`config.mk`:
```
export PLATFORM = sky130hd
export DESIGN_NAME = unsigned_divider
export DESIGN_NICKNAME = d
export VERILOG_FILES = /design/src/rtl/unsigned_divider.sv
export SDC_FILE = /design/constraint.sdc
export NUM_CORES = 1
export LEC_CHECK = 0
export CORE_AREA = 2 2 68 70
export CTS_BUF_LIST = sky130_fd_sc_hd__clkbuf_4 sky130_fd_sc_hd__clkbuf_8 sky130_fd_sc_hd__clkbuf_16
export DETAILED_ROUTE_END_ITERATION = 8
export DIE_AREA = 0 0 70 72
export HOLD_SLACK_MARGIN = 0.12
export PLACE_DENSITY = 0.67
export SETUP_SLACK_MARGIN = 0.15
export SYNTH_ARGS = -nofsm -noshare
export SYNTH_HDL_FRONTEND = slang
export SYNTH_SLANG_ARGS = --single-unit
```
`constraint.sdc`:
```
create_clock -name CLK -period 2.6 [get_ports CLK]
set_input_delay 0.26 -clock CLK [delete_from_list [all_inputs] [get_ports CLK]]
set_output_delay 0.26 -clock CLK [all_outputs]
set_load 0.02 [all_outputs]
```
`src/rtl/unsigned_divider.sv`:
```
// Sequential restoring divider: 12-bit dividend / 4-bit divisor -> 8-bit quotient, 4-bit remainder.
// Counterpart of the 8x4 multiplier; one quotient bit per clock behind a START/DONE handshake.
module unsigned_divider (
  input  logic        CLK,
  input  logic        RST_N,
  input  logic        START,
  input  logic [11:0] DIVIDEND,
  input  logic [3:0]  DIVISOR,
  output logic        BUSY,
  output logic        DONE,
  output logic [7:0]  QUOT,
  output logic [3:0]  REM,
  output logic        DIV0,
  output logic        OVF
);

  typedef enum logic [1:0] {
    S_IDLE = 2'd0,
    S_RUN  = 2'd1,
    S_FIN  = 2'd2
  } state_t;

  state_t      state_q,    state_d;
  logic [7:0]  shift_q,    shift_d;     // low dividend bits out of MSB, quotient bits in at LSB
  logic [3:0]  dvs_q,      dvs_d;
  logic [3:0]  part_q,     part_d;      // partial remainder; always < divisor, so 4 bits suffice
  logic [2:0]  cnt_q,      cnt_d;
  logic [7:0]  quot_q,     quot_d;
  logic [3:0]  rem_q,      rem_d;
  logic        div0_q,     div0_d;
  logic        ovf_q,      ovf_d;

  // One restoring step: trial value is the partial remainder with the next dividend bit appended.
  logic [4:0]  trial;
  logic        q_bit;
  logic [3:0]  step_rem;

  always_comb begin
    trial = {part_q, shift_q[7]};
    q_bit = (trial >= {1'b0, dvs_q});
    // When the subtraction happens the true result is below the divisor, so the low 4 bits are exact.
    step_rem = q_bit ? (trial[3:0] - dvs_q) : trial[3:0];
  end

  // NOTE: every signal written here gets its hold value first, so no path leaves it unassigned
  // and no latch is inferred.
  always_comb begin
    state_d = state_q;
    shift_d = shift_q;
    dvs_d   = dvs_q;
    part_d  = part_q;
    cnt_d   = cnt_q;
    quot_d  = quot_q;
    rem_d   = rem_q;
    div0_d  = div0_q;
    ovf_d   = ovf_q;

    case (state_q)
      S_IDLE: begin
        if (START) begin
          shift_d = DIVIDEND[7:0];
          dvs_d   = DIVISOR;
          div0_d  = 1'b0;
          ovf_d   = 1'b0;
          if (DIVISOR == 4'd0) begin
            state_d = S_FIN;
            div0_d  = 1'b1;
            quot_d  = 8'hFF;
            rem_d   = 4'hF;
          end else if (DIVIDEND[11:8] >= DIVISOR) begin
            state_d = S_FIN;
            ovf_d   = 1'b1;
            quot_d  = 8'hFF;
            rem_d   = 4'hF;
          end else begin
            state_d = S_RUN;
            part_d  = DIVIDEND[11:8];
            cnt_d   = 3'd7;
          end
        end
      end

      S_RUN: begin
        part_d  = step_rem;
        shift_d = {shift_q[6:0], q_bit};
        cnt_d   = cnt_q - 3'd1;
        if (cnt_q == 3'd0) begin
          state_d = S_FIN;
          quot_d  = {shift_q[6:0], q_bit};
          rem_d   = step_rem;
        end
      end

      S_FIN: begin
        state_d = S_IDLE;
      end

      default: begin
        state_d = S_IDLE;
      end
    endcase
  end

  // NOTE: state registers use non-blocking assignments so all of them update together on the edge.
  always_ff @(posedge CLK) begin
    if (!RST_N) begin
      state_q <= S_IDLE;
      shift_q <= 8'd0;
      dvs_q   <= 4'd0;
      part_q  <= 4'd0;
      cnt_q   <= 3'd0;
      quot_q  <= 8'd0;
      rem_q   <= 4'd0;
      div0_q  <= 1'b0;
      ovf_q   <= 1'b0;
    end else begin
      state_q <= state_d;
      shift_q <= shift_d;
      dvs_q   <= dvs_d;
      part_q  <= part_d;
      cnt_q   <= cnt_d;
      quot_q  <= quot_d;
      rem_q   <= rem_d;
      div0_q  <= div0_d;
      ovf_q   <= ovf_d;
    end
  end

  assign BUSY = (state_q == S_RUN);
  assign DONE = (state_q == S_FIN);
  assign QUOT = quot_q;
  assign REM  = rem_q;
  assign DIV0 = div0_q;
  assign OVF  = ovf_q;

endmodule

```
==> results.toml <==
[floorplan]
ios = 35
die-area_um2 = 5040
coreArea_um2 = 4264
fp-row-count = 24
die_w_um = 70
initial_core_util_pct = 42.02
dieHeight_um = 72

[detailed_routing]
drc = 0
avgViaCountPerCell = 5.435
routed_wl_um = 4307
drtIter0Drc = 83
wire_per_inst_um = 14.08
drt_pass1_iterations = 4
vias = 1663
antenna_left = 0

[clock_tree]
clockRootBuffer = "clkbuf_8"
post_cts_resized = 0
cts_buffer_depth = 2
clk_pin_slew_ns = 0.07
tritoncts = "done"
cts_hold_buf = 0
h-tree-depth = 2
clkLatencyLatePin_ns = 0.29
cts_buffers = 5
cts.sinks = 35
cts_setup_buffers = 0

[logic_synthesis]
synth_area_um2 = 1792
yosysSeqAreaShare_pct = 39.11
syn_nets = 244
ys_ff_latch = 35
synth.avg_cell_area_um2 = 8.373
ys_warn_count = 0
synth-async-reset-ratio_pct = 0
synth_ff_type = "dfxtp_1"
synth_cell_types = 45
synth_cells = 214
synth_edf_count = 0

[sta]
setup_viol = 0
max_clock_freq_mhz = 445.3
hold_violations = 0
final.setup.worst_slack_ns = 0.3542
fin_skew_ns = 0.002778
relSlewSlack_pct = 54.18
timing.final.crit_share_pct = 86.38
min_period_ns = 2.246
whs_ns = 0.4546
drv_slew = 0
rsz0062_at_grt = "false"
worst_pin_slew_ns = 0.6866
fin_tns_setup_ns = 0

[finish]
final_area_um2 = 2302
drive_above_1_share_pct = 12.20
nNetsFinal = 283
multi_input_area_um2 = 964.7
syn2layout_area_growth_pct = 28.49
stdcell_count = 306
n_antenna_cell = 0
seq_area_um2 = 700.7
fillers = 397

[power_and_ir_drop]
seq_power_share_pct = 41.2
power_switching_w = 0.0005378
powerDensity_nw_per_um2 = 691.1
p_int_w = 0.001053
switching_share_pct = 33.80
worst_ir_drop_vdd_v = 0.0003074
p_leak_nw = 0.8891
clockPowerShare_pct = 25.0
comb_power_share_pct = 33.8

[setup_path]
crit_fanout = 7
cp-end-kind = "flip-flop"
cp.required_ns = 2.82
cp-start-kind = "flip-flop"
crit_type = "reg -> reg"
crit_arrival_ns = 2.47

[global_route]
antenna_found_initial = 0
grt_start_max_net_pins = 28
grt_pass1_wl_um = 7396
grt_pass1_vias = 1624
overflow = 0
track_usage_pct = 18.64

[placement]
port_buffers = 34
place_hpwl_um = 3182
dp.cells = 298
place_area_um2 = 2213
gp_congestion = 0.7796
dp_worst_setup_slack_ns = 0.1637

[outcome]
status = "finished clean"

[worst_hold_path]
hp-class = "reg -> reg"

[flow_run]
drv_cap = 0
==> logic make-up (layout without fill, tap and decap cells) <==
kind of cell | Yosys count | count (layout) | share of synthesized area, %
xor gates and xnor gates | 1 | 1 | 0.4889
DFF | 35 | 35 | 39.11
adders and majority gates | 11 | 11 | 8.101
AOI/OAI and AO/OA | 58 | 58 | 22.77
and+or+nand+nor | 74 | 74 | 19.55
buffers and inverters | 30 | 70 | 7.052
muxes | 5 | 5 | 2.933
==> power groups by stage <==
| stage | Sequential [W] | Combinational [W] | Clock, W |
|---|---|---|---|
| 6_report | 0.000656 | 0.000538 | 0.000397 |
| 5_1_grt | 0.000664 | 0.000601 | 0.000435 |
| 4_1_cts | 0.000655 | 0.000540 | 0.000410 |
| 3_5_place_dp | 0.000668 | 0.000538 | 0 |
| 3_3_place_gp | 0.000667 | 0.000534 | 0 |
| 2_1_floorplan | 0.000689 | 0.000338 | 0 |
==> critical path, stage by stage (launching register included) <==
cell and delay [ns]:
dfxtp_1 0.37, inv_1 0.06, ha_1 0.30, nor2b_1 0.16, o311ai_2 0.32, and3_1 0.43, mux2_2 0.38, a31oi_1 0.15
==> path summary, 6_finish.rpt <==
path	from	end	slack, ns	cells past startpoint
hold reg to reg	dvs_q[3]	dvs_q[3]	0.45	2
setup reg to reg	dvs_q[1]	REM[0]	0.35	7
setup / recovery	dvs_q[1]	REM[0]	0.35	7
hold / removal	dvs_q[3]	dvs_q[3]	0.45	2
==> through the flow <==
step,utilization (%),total power (W)
after floorplan,-,0.001027
after global placement,51.91,0.001201
after detailed placement,51.91,0.001206
after CTS,53.99,0.001606
after global routing,53.99,0.001700
final,53.99,0.001591
==> area by class of cell <==
cell class                      instances  share of cell area (%)
Inverter                               18                   2.935
Timing Repair Buffer                   44                   18.04
Clock buffer                            6                   3.315
Tap cell                               52                   2.826
Sequential cell                        35                   30.43
Multi-Input combinational cell        149                   41.90
Clock inverter                          2                  0.5435
==> cells in the mapped netlist, types with 2 or more instances <==
cell      instances  area (um2)
a211oi_1          2       15.01
a21oi_1          11       55.05
nor2_1           16       60.06
o21ai_0          13       65.06
mux2i_1           3       30.03
buf_2             4       20.02
a221oi_1          3       26.28
inv_1            18       67.56
dfxtp_1          35       700.7
clkbuf_1          6       22.52
nand2_1          31       116.4
nand3_1           2       10.01
a31oi_1          10       62.56
ha_1             10       125.1
nor3_1           15       75.07
a311oi_1          3       26.28
mux2_2            2       22.52
o211ai_1          3       22.52
==> placed cells by master, fill, tap and decap left out, types with 2 or more instances in the layout <==
cell type / synthesis / routed
a311oi_1: 3 / 3
a221oi_1: 3 / 3
clkdlybuf4s50_1: 0 / 34
mux2i_1: 3 / 3
clkbuf_8: 0 / 5
a21oi_1: 11 / 11
buf_4: 0 / 10
a211oi_1: 2 / 2
nor2_1: 16 / 16
ha_1: 10 / 10
a31oi_1: 10 / 10
nand3_1: 2 / 2
mux2_2: 2 / 2
inv_1: 18 / 18
o211ai_1: 3 / 3
dfxtp_1: 35 / 35
o21ai_0: 13 / 13
nand2_1: 31 / 31
nor3_1: 15 / 15
==> flip-flops by register name, indices dropped and copies added, names as in the netlist <==
signal and cells:
cnt_q 3, dvs_q 4, DIV0 1, part_q 4
OVF 1, state_q 2, REM 4, QUOT 8
shift_q 8
==> routing by layer <==
metal  track usage [%]  vias to the layer above  routed length, um
met5                 0                        -                  0
met1             23.59                      777               2039
li1                  -                      840                  -
met2             30.16                       39               2024
met4             8.547                        0                 74
met3             4.722                        7                169
(Power assumes the default switching activity.)
